**src/rtl/uart_rx_digits_if.sv**
```systemverilog
// uart_rx_digits_if: signal bundle between the UART digit receiver and its
// environment.
//
// Signals
//   Rxd          serial line into the receiver, idles high
//   LED0..LED3   BCD digits of the last complete group (LED0 first received)
//   byte_out     last correctly framed byte
//   byte_valid   one-cycle pulse, byte_out updated
//   frame_valid  one-cycle pulse, LED0..LED3 updated
//   err_framing  one-cycle pulse, bad stop bit (or bad parity when enabled)
//   err_char     one-cycle pulse, received byte is not a digit, CR or LF
//
// Modports
//   master  the receiver: drives everything except Rxd
//   slave   the line driver / display side
interface uart_rx_digits_if;
    logic       Rxd;
    logic [3:0] LED0;
    logic [3:0] LED1;
    logic [3:0] LED2;
    logic [3:0] LED3;
    logic [7:0] byte_out;
    logic       byte_valid;
    logic       frame_valid;
    logic       err_framing;
    logic       err_char;

    modport master (
        input  Rxd,
        output LED0, LED1, LED2, LED3,
        output byte_out, byte_valid, frame_valid, err_framing, err_char
    );

    modport slave (
        output Rxd,
        input  LED0, LED1, LED2, LED3,
        input  byte_out, byte_valid, frame_valid, err_framing, err_char
    );
endinterface

```
**src/rtl/uart_rx_digits.sv**
```systemverilog
// uart_rx_digits: UART receive stage in front of the seven-segment display.
// Deserialises 8N1 frames from Rxd, converts ASCII '0'-'9' to BCD and loads
// four digits at a time into LED0..LED3. CR/LF restart the digit group;
// other characters raise err_char; a low stop bit raises err_framing.
//
// Ports
//   clk   system clock, all logic on the rising edge
//   rst   synchronous active-low reset
//   bus   uart_rx_digits_if.master
//           in : Rxd
//           out: LED0..LED3, byte_out, byte_valid, frame_valid,
//                err_framing, err_char
//
// Build option
//   RX_PARITY_EN  undefined: plain 8N1.
//                 defined  : an even-parity bit follows the data (11-bit
//                 frame); a parity mismatch with a good stop bit drops the
//                 byte and pulses err_framing.
//
// State  | meaning
// -------+------------------------------------------------------------
// IDLE   | line idle, waiting for a falling edge on the synchronised line
// START  | start bit seen, confirm it is still low at mid-bit
// DATA   | sampling 8 data bits, LSB first, one every OVERSAMPLE ticks
// PARITY | sampling the parity bit (RX_PARITY_EN builds only)
// STOP   | sampling the stop bit; good -> byte_valid, bad -> err_framing
// BREAK  | line stuck low after a framing error, wait for it to go high
module uart_rx_digits #(
    parameter int CLK_FREQ   = 100_000_000,
    parameter int BAUD       = 9600,
    parameter int OVERSAMPLE = 16,
    parameter int DIV        = CLK_FREQ / (BAUD * OVERSAMPLE)
) (
    input  logic             clk,
    input  logic             rst,
    uart_rx_digits_if.master bus
);

    localparam int TCW = (DIV > 1) ? $clog2(DIV) : 1;
    localparam int SCW = $clog2(OVERSAMPLE);
    localparam logic [TCW-1:0] TICK_LAST = TCW'(DIV - 1);
    localparam logic [SCW-1:0] SAMP_MID  = SCW'(OVERSAMPLE / 2 - 1);
    localparam logic [SCW-1:0] SAMP_LAST = SCW'(OVERSAMPLE - 1);

`ifdef RX_PARITY_EN
    localparam int FRAME_BITS = 11;
`else
    localparam int FRAME_BITS = 10;
`endif
    // The line must be seen high for a whole frame time before the first
    // start edge is accepted after reset. A reset that lands mid-frame can
    // otherwise mistake a later 0 data bit for a start bit.
    localparam int IDLE_TICKS = OVERSAMPLE * FRAME_BITS;
    localparam int ICW        = $clog2(IDLE_TICKS + 1);
    localparam logic [ICW-1:0] IDLE_DONE = ICW'(IDLE_TICKS);

    typedef enum logic [2:0] {
        S_IDLE   = 3'd0,
        S_START  = 3'd1,
        S_DATA   = 3'd2,
`ifdef RX_PARITY_EN
        S_PARITY = 3'd3,
`endif
        S_STOP   = 3'd4,
        S_BREAK  = 3'd5
    } state_t;

    // line synchroniser and edge detect
    logic           sync1_q;
    logic           rxs_q;
    logic           rxs_prev_q;

    // receive path
    state_t         state_q,      state_d;
    logic [TCW-1:0] tick_cnt_q,   tick_cnt_d;
    logic [SCW-1:0] samp_q,       samp_d;
    logic [2:0]     bit_cnt_q,    bit_cnt_d;
    logic [7:0]     shift_q,      shift_d;
    logic           armed_q,      armed_d;
    logic [ICW-1:0] idle_cnt_q,   idle_cnt_d;
    logic [7:0]     byte_out_q,   byte_out_d;
    logic           byte_valid_q, byte_valid_d;
    logic           err_frm_q,    err_frm_d;
`ifdef RX_PARITY_EN
    logic           par_err_q,    par_err_d;
`endif

    // digit assembly
    logic [1:0]       pos_q,      pos_d;
    logic [2:0][3:0]  shadow_q,   shadow_d;
    logic [3:0][3:0]  led_q,      led_d;
    logic             frame_valid_q, frame_valid_d;
    logic             err_char_q,    err_char_d;

    logic tick;
    logic samp_mid;
    logic samp_last;
    logic start_edge;
    logic is_digit;
    logic is_eol;

    // ------------------------------------------------------------------
    // Synchroniser. Reset to 1 so that reset itself never looks like an
    // edge; a line already low is caught by the arming logic instead.
    // ------------------------------------------------------------------
    always_ff @(posedge clk) begin
        if (!rst) begin
            sync1_q    <= 1'b1;
            rxs_q      <= 1'b1;
            rxs_prev_q <= 1'b1;
        end else begin
            sync1_q    <= bus.Rxd;
            rxs_q      <= sync1_q;
            rxs_prev_q <= rxs_q;
        end
    end

    // ------------------------------------------------------------------
    // State register
    // ------------------------------------------------------------------
    always_ff @(posedge clk) begin
        if (!rst) begin
            state_q       <= S_IDLE;
            tick_cnt_q    <= '0;
            samp_q        <= '0;
            bit_cnt_q     <= '0;
            shift_q       <= '0;
            armed_q       <= 1'b0;
            idle_cnt_q    <= '0;
            byte_out_q    <= '0;
            byte_valid_q  <= 1'b0;
            err_frm_q     <= 1'b0;
`ifdef RX_PARITY_EN
            par_err_q     <= 1'b0;
`endif
            pos_q         <= '0;
            shadow_q      <= '0;
            led_q         <= '0;
            frame_valid_q <= 1'b0;
            err_char_q    <= 1'b0;
        end else begin
            state_q       <= state_d;
            tick_cnt_q    <= tick_cnt_d;
            samp_q        <= samp_d;
            bit_cnt_q     <= bit_cnt_d;
            shift_q       <= shift_d;
            armed_q       <= armed_d;
            idle_cnt_q    <= idle_cnt_d;
            byte_out_q    <= byte_out_d;
            byte_valid_q  <= byte_valid_d;
            err_frm_q     <= err_frm_d;
`ifdef RX_PARITY_EN
            par_err_q     <= par_err_d;
`endif
            pos_q         <= pos_d;
            shadow_q      <= shadow_d;
            led_q         <= led_d;
            frame_valid_q <= frame_valid_d;
            err_char_q    <= err_char_d;
        end
    end

    // ------------------------------------------------------------------
    // Receive FSM, tick generator and arming
    // ------------------------------------------------------------------
    always_comb begin
        tick       = (tick_cnt_q == TICK_LAST);
        samp_mid   = tick && (samp_q == SAMP_MID);
        samp_last  = tick && (samp_q == SAMP_LAST);
        start_edge = armed_q && rxs_prev_q && !rxs_q;

        state_d      = state_q;
        tick_cnt_d   = tick ? '0 : tick_cnt_q + 1'b1;
        samp_d       = tick ? samp_q + 1'b1 : samp_q;
        bit_cnt_d    = bit_cnt_q;
        shift_d      = shift_q;
        armed_d      = armed_q;
        idle_cnt_d   = idle_cnt_q;
        byte_out_d   = byte_out_q;
        byte_valid_d = 1'b0;
        err_frm_d    = 1'b0;
`ifdef RX_PARITY_EN
        par_err_d    = par_err_q;
`endif

        if (!armed_q) begin
            if (!rxs_q) begin
                idle_cnt_d = '0;
            end else if (idle_cnt_q == IDLE_DONE) begin
                armed_d = 1'b1;
            end else if (tick) begin
                idle_cnt_d = idle_cnt_q + 1'b1;
            end
        end

        case (state_q)
            S_IDLE: begin
                if (start_edge) begin
                    state_d    = S_START;
                    tick_cnt_d = '0;
                    samp_d     = '0;
                end
            end

            S_START: begin
                if (samp_mid) begin
                    samp_d    = '0;
                    bit_cnt_d = '0;
                    state_d   = rxs_q ? S_IDLE : S_DATA;
                end
            end

            S_DATA: begin
                if (samp_last) begin
                    samp_d    = '0;
                    shift_d   = {rxs_q, shift_q[7:1]};
                    bit_cnt_d = bit_cnt_q + 1'b1;
                    if (bit_cnt_q == 3'd7) begin
`ifdef RX_PARITY_EN
                        state_d = S_PARITY;
`else
                        state_d = S_STOP;
`endif
                    end
                end
            end

`ifdef RX_PARITY_EN
            S_PARITY: begin
                if (samp_last) begin
                    samp_d    = '0;
                    // even parity: XOR of data and parity bit must be 0
                    par_err_d = ^{shift_q, rxs_q};
                    state_d   = S_STOP;
                end
            end
`endif

            S_STOP: begin
                if (samp_last) begin
                    samp_d = '0;
                    if (rxs_q) begin
                        state_d = S_IDLE;
`ifdef RX_PARITY_EN
                        if (par_err_q) begin
                            err_frm_d = 1'b1;
                        end else begin
                            byte_out_d   = shift_q;
                            byte_valid_d = 1'b1;
                        end
`else
                        byte_out_d   = shift_q;
                        byte_valid_d = 1'b1;
`endif
                    end else begin
                        err_frm_d = 1'b1;
                        state_d   = S_BREAK;
                    end
                end
            end

            S_BREAK: begin
                if (rxs_q) begin
                    state_d = S_IDLE;
                end
            end

            default: begin
                state_d = S_IDLE;
            end
        endcase
    end

    // ------------------------------------------------------------------
    // Digit decode, one cycle after byte_valid
    // ------------------------------------------------------------------
    always_comb begin
        is_digit = (byte_out_q[7:4] == 4'h3) && (byte_out_q[3:0] <= 4'd9);
        is_eol   = (byte_out_q == 8'h0D) || (byte_out_q == 8'h0A);

        pos_d         = pos_q;
        shadow_d      = shadow_q;
        led_d         = led_q;
        frame_valid_d = 1'b0;
        err_char_d    = 1'b0;

        if (byte_valid_q) begin
            if (is_digit) begin
                if (pos_q == 2'd3) begin
                    // fourth digit goes straight to LED3; the whole group
                    // is published together
                    led_d         = {byte_out_q[3:0], shadow_q[2], shadow_q[1], shadow_q[0]};
                    frame_valid_d = 1'b1;
                    pos_d         = 2'd0;
                end else begin
                    shadow_d[pos_q] = byte_out_q[3:0];
                    pos_d           = pos_q + 1'b1;
                end
            end else if (is_eol) begin
                pos_d = 2'd0;
            end else begin
                err_char_d = 1'b1;
            end
        end
    end

    assign bus.LED0        = led_q[0];
    assign bus.LED1        = led_q[1];
    assign bus.LED2        = led_q[2];
    assign bus.LED3        = led_q[3];
    assign bus.byte_out    = byte_out_q;
    assign bus.byte_valid  = byte_valid_q;
    assign bus.frame_valid = frame_valid_q;
    assign bus.err_framing = err_frm_q;
    assign bus.err_char    = err_char_q;

endmodule

```
**src/flat_wrapper.sv**
```systemverilog
// flat-port wrapper written by rule: the top's interface ports become plain ports
module uart_rx_digits_flat 
#(
    parameter int CLK_FREQ   = 100_000_000,
    parameter int BAUD       = 9600,
    parameter int OVERSAMPLE = 16,
    parameter int DIV        = CLK_FREQ / (BAUD * OVERSAMPLE)
)
  (clk, rst, bus_Rxd, bus_LED0, bus_LED1, bus_LED2, bus_LED3, bus_byte_out, bus_byte_valid, bus_frame_valid, bus_err_framing, bus_err_char);
  uart_rx_digits_if bus_i ();
  input  logic clk;
  input  logic rst;
  input wire logic [$bits(bus_i.Rxd)-1:0] bus_Rxd;
  output wire logic [$bits(bus_i.LED0)-1:0] bus_LED0;
  output wire logic [$bits(bus_i.LED1)-1:0] bus_LED1;
  output wire logic [$bits(bus_i.LED2)-1:0] bus_LED2;
  output wire logic [$bits(bus_i.LED3)-1:0] bus_LED3;
  output wire logic [$bits(bus_i.byte_out)-1:0] bus_byte_out;
  output wire logic [$bits(bus_i.byte_valid)-1:0] bus_byte_valid;
  output wire logic [$bits(bus_i.frame_valid)-1:0] bus_frame_valid;
  output wire logic [$bits(bus_i.err_framing)-1:0] bus_err_framing;
  output wire logic [$bits(bus_i.err_char)-1:0] bus_err_char;
  assign bus_i.Rxd = bus_Rxd;
  assign bus_LED0 = bus_i.LED0;
  assign bus_LED1 = bus_i.LED1;
  assign bus_LED2 = bus_i.LED2;
  assign bus_LED3 = bus_i.LED3;
  assign bus_byte_out = bus_i.byte_out;
  assign bus_byte_valid = bus_i.byte_valid;
  assign bus_frame_valid = bus_i.frame_valid;
  assign bus_err_framing = bus_i.err_framing;
  assign bus_err_char = bus_i.err_char;
  uart_rx_digits #(.CLK_FREQ(CLK_FREQ), .BAUD(BAUD), .OVERSAMPLE(OVERSAMPLE), .DIV(DIV)) u_core (.clk(clk), .rst(rst), .bus(bus_i));
endmodule
```
**config.mk**
```make
export PLATFORM = sky130hd
export DESIGN_NAME = uart_rx_digits_flat
export DESIGN_NICKNAME = d
export VERILOG_FILES = /design/src/rtl/uart_rx_digits_if.sv /design/src/rtl/uart_rx_digits.sv /design/src/flat_wrapper.sv
export SDC_FILE = /design/constraint.sdc
export NUM_CORES = 1
export LEC_CHECK = 0
export BUFFER_PORTS_ARGS = -buffer_cell sky130_fd_sc_hd__buf_2
export CAP_MARGIN = 20
export CORE_MARGIN = 1
export CORE_UTILIZATION = 28
export DETAILED_ROUTE_END_ITERATION = 10
export SYNTH_ARGS = -nofsm -noshare
export SYNTH_HDL_FRONTEND = slang
export SYNTH_SLANG_ARGS = --single-unit
```
**constraint.sdc**
```tcl
create_clock -name clk -period 2.2 [get_ports clk]
set_input_delay 0.22 -clock clk [delete_from_list [all_inputs] [get_ports clk]]
set_output_delay 0.22 -clock clk [all_outputs]
set_load 0.01 [all_outputs]
```
==> reports/metrics.yaml <==
sta:
  setup_tns_ps: 0
  worst_slew_pin_slew_ps: 570.5
  setup_violations: 0
  drv_slew: 0
  whs_ps: 66.28
  hold_viol: 0
  rsz0062_at_grt: "no"
  slew_headroom_pct: 61.47
  period_minus_slack_ps: 2102
  fmax_mhz: 475.6
  skew_ps: 6.688
  fin_crit_sh_pct: 95.56
placed_design:
  place_area_um2: 3827
  place_congestion: 0.8392
  hpwl_um: 4710
  io_buffers: 30
  place_inst: 544
detailed_routing:
  wl_per_cell_um: 11.82
  viasPerCell: 4.704
  vias: 2634
  ant_nets: 0
  drt_iter0_markers: 159
  drcViolationCount: 0
  drt_pass1_iterations: 4
  wl_um: 6621
grt:
  grt_pass1_wl_um: 11750
  grt-busiest-layer: "met2"
  overflow: 0
  grtUsageTotal_pct: 11.58
  grtUsageMet2_pct: 19.67
  grt_max_degree: 31
  grt_pass1_vias: 2521
  met3_usage_pct: 3.589
  antenna_found_initial: 0
  grtUsageMet1_pct: 13.88
critical_path:
  cp_top_family: "simple AND/OR/NAND/NOR gates"
  crit_arrival_ps: 2380
  crit_buf_inv: 0
  crit_path_max_incr_delay_ps: 530
  reg2reg_slack_ps: 100
  critical_path.reg2reg.endpoint: "u_core.state_q[2]"
  critPathKind: "reg -> reg"
  worstSetupEndpointType: "flop"
  cp_max_fo: 7
  crit_start: "u_core.tick_cnt_q[4]"
  reg2reg_from: "u_core.tick_cnt_q[4]"
  crit_slowest_cell: "or4b_4"
  cp_cell_sequence: "or4b_4 > or3_4 > o32a_1 > nor4_1 > a41o_1"
  critPathRequiredTime_ps: 2480
  r2r_cells: 5
  critPathLaunchType: "flop"
clocking:
  clk_latency_ps: 330
  cts_tree: "built"
  path_clk_slew_ps: 60
  hold_buffers: 0
  cts_setup_buffers: 0
  htree_levels: 3
  cts-root-buf: "clkbuf_16"
  cts_max_path_buffers: 2
  clkSinkCount: 82
  numCtsBuffers: 9
finish:
  area_delta_synth_final_pct: 20.33
  fin_cells: 560
  num_antenna_cells: 0
  regArea_um2: 1643
  layout_common_cells: "dfxtp_1 (81), nor2_1 (76), mux2i_1 (40), buf_2 (30), nand2_1 (28)"
  drive_gt1_share_pct: 16.71
  fillerInstances: 1243
  fin_area_um2: 4140
  nets: 422
  layout.cells.most_common: "dfxtp_1"
  multi_input_area_um2: 1705
yosys:
  ys_types: 43
  synth_area_leaders: "dfxtp_1 (48%), mux2i_1 (12%), nor2_1 (8.3%)"
  synth_xor_area_share_pct: 4.582
  synth.avg_cell_area_um2: 9.274
  yosys.area_share.simple_pct: 23.05
  synth-compound-area-share_pct: 5.891
  yosysSeqAreaShare_pct: 47.71
  synthAdderAreaFrac_pct: 4.000
  ys_seq_elements: 82
  synth.area.mux_share_pct: 11.64
  netlist_area_um2: 3441
  yosys.area.top_type: "dfxtp_1"
  yosys.area.top_type_share_pct: 47.71
  synth_top_family_by_area: "simple AND/OR/NAND/NOR gates"
  synth_warnings: 0
  synthCells: 371
  synth_nets: 385
hold_path:
  min_to: "u_core.sync1_q"
  holdCritPathClass: "in -> reg"
  min_from: "bus_Rxd"
  hold_depth: 2
floorplan:
  initial_core_util_pct: 28.65
  die_h_um: 112.9
  io_pins: 31
  num_rows: 40
  core_region_area_um2: 12010
  die_x_um: 112.9
  dieArea_um2: 12740
power:
  p_leak_uw: 0.001809
  peakVddDrop_uv: 440.3
  p_per_area_nw_per_um2: 746.8
status:
  outcome: "finished, final reports clean"
run:
  maxCapViolations: 0
-- sequential cells by signal, summed over array words and instances (netlist names), 3 cells and up --
| register | cells |
|---|---|
| u_core.bus.LED0 | 4 |
| u_core.idle_cnt_q | 8 |
| u_core.tick_cnt_q | 10 |
| u_core.bus.LED2 | 4 |
| u_core.state_q | 3 |
| u_core.bus.LED1 | 4 |
| u_core.samp_q | 4 |
| u_core.bus.LED3 | 4 |
| u_core.shadow_q | 12 |
| u_core.bus.byte_out | 8 |
| u_core.shift_q | 8 |
| u_core.bit_cnt_q | 3 |
-- power by group --
group / switching [uW] / internal, uW / total, uW
Clock: 599 / 886 / 1480
Combinational: 66.5 / 34.7 / 101
Sequential: 9.95 / 1500 / 1510
-- metrics by stage --
step                setup WS [ps]  power (uW)  util (%)
global route                4.426        3213     34.47
finish                      97.60        3092     34.47
floorplan                  -57.23        1611         -
detailed placement         -23.72        1639     31.86
CTS                        0.4938        3138     34.43
global placement           -3.950        1635     31.86
-- layout make-up --
cell class / instances / area share, %
Clock buffer: 9 / 5.440
Clock inverter: 7 / 1.783
Inverter: 9 / 0.8160
Multi-Input combinational cell: 261 / 41.19
Sequential cell: 82 / 39.68
Tap cell: 147 / 4.442
Timing Repair Buffer: 45 / 6.649
-- synth_stat cells, drive strengths merged --
master	n
a22oi	2
nand2b	4
nand2	28
or3	3
nor4bb	1
o2111a	1
nor4b	2
and4	2
nand4	4
o21ai	7
clkbuf	17
dfxtp	82
nor3	4
a41o	1
a32oi	2
a41oi	1
and3	5
ha	11
inv	9
or4b	2
xnor2	9
o22ai	1
nor2	76
xor2	9
nand4bb	1
nor4	4
o31ai	4
a31oi	1
nand4b	4
nand3b	3
buf	2
o32a	1
a21oi	9
nor3b	4
and3b	1
mux2i	40
o211ai	1
and2	1
nand3	12
-- worst max path at each step --
| stage | to | slack [ps] | cells after the start |
|---|---|---|---|
| after floorplan | u_core.bus.byte_out[0] | -60 | 6 |
| after global placement | u_core.samp_q[0] | -4 | 5 |
| after detailed placement | u_core.samp_q[3] | -20 | 5 |
| after CTS | u_core.bus.byte_out[7] | 0.5 | 6 |
| after global routing | u_core.state_q[2] | 4 | 5 |
| final | u_core.state_q[2] | 100 | 5 |
-- what timing repair did --
item	4_1_cts	5_1_grt
setup endpoints to repair	5	25
resized for setup	2	1
hold endpoints to repair	0	0
pin swaps	0	0
-- per-layer routing --
| layer | wire length (um) | up-vias |
|---|---|---|
| li1 | - | 1344 |
| met1 | 3119 | 1235 |
| met2 | 3125 | 47 |
| met3 | 279 | 8 |
| met4 | 97 | 0 |
| met5 | 0 | - |
-- logic make-up after synthesis --
| logic type | count (synthesis) |
|---|---|
| buf+inv | 28 |
| fa+ha+maj | 11 |
| compound gates | 31 |
| mux | 40 |
| xor+xnor | 18 |
| flops | 82 |
| simple gates | 161 |
Note: power is estimated with default switching activity, not from simulation.
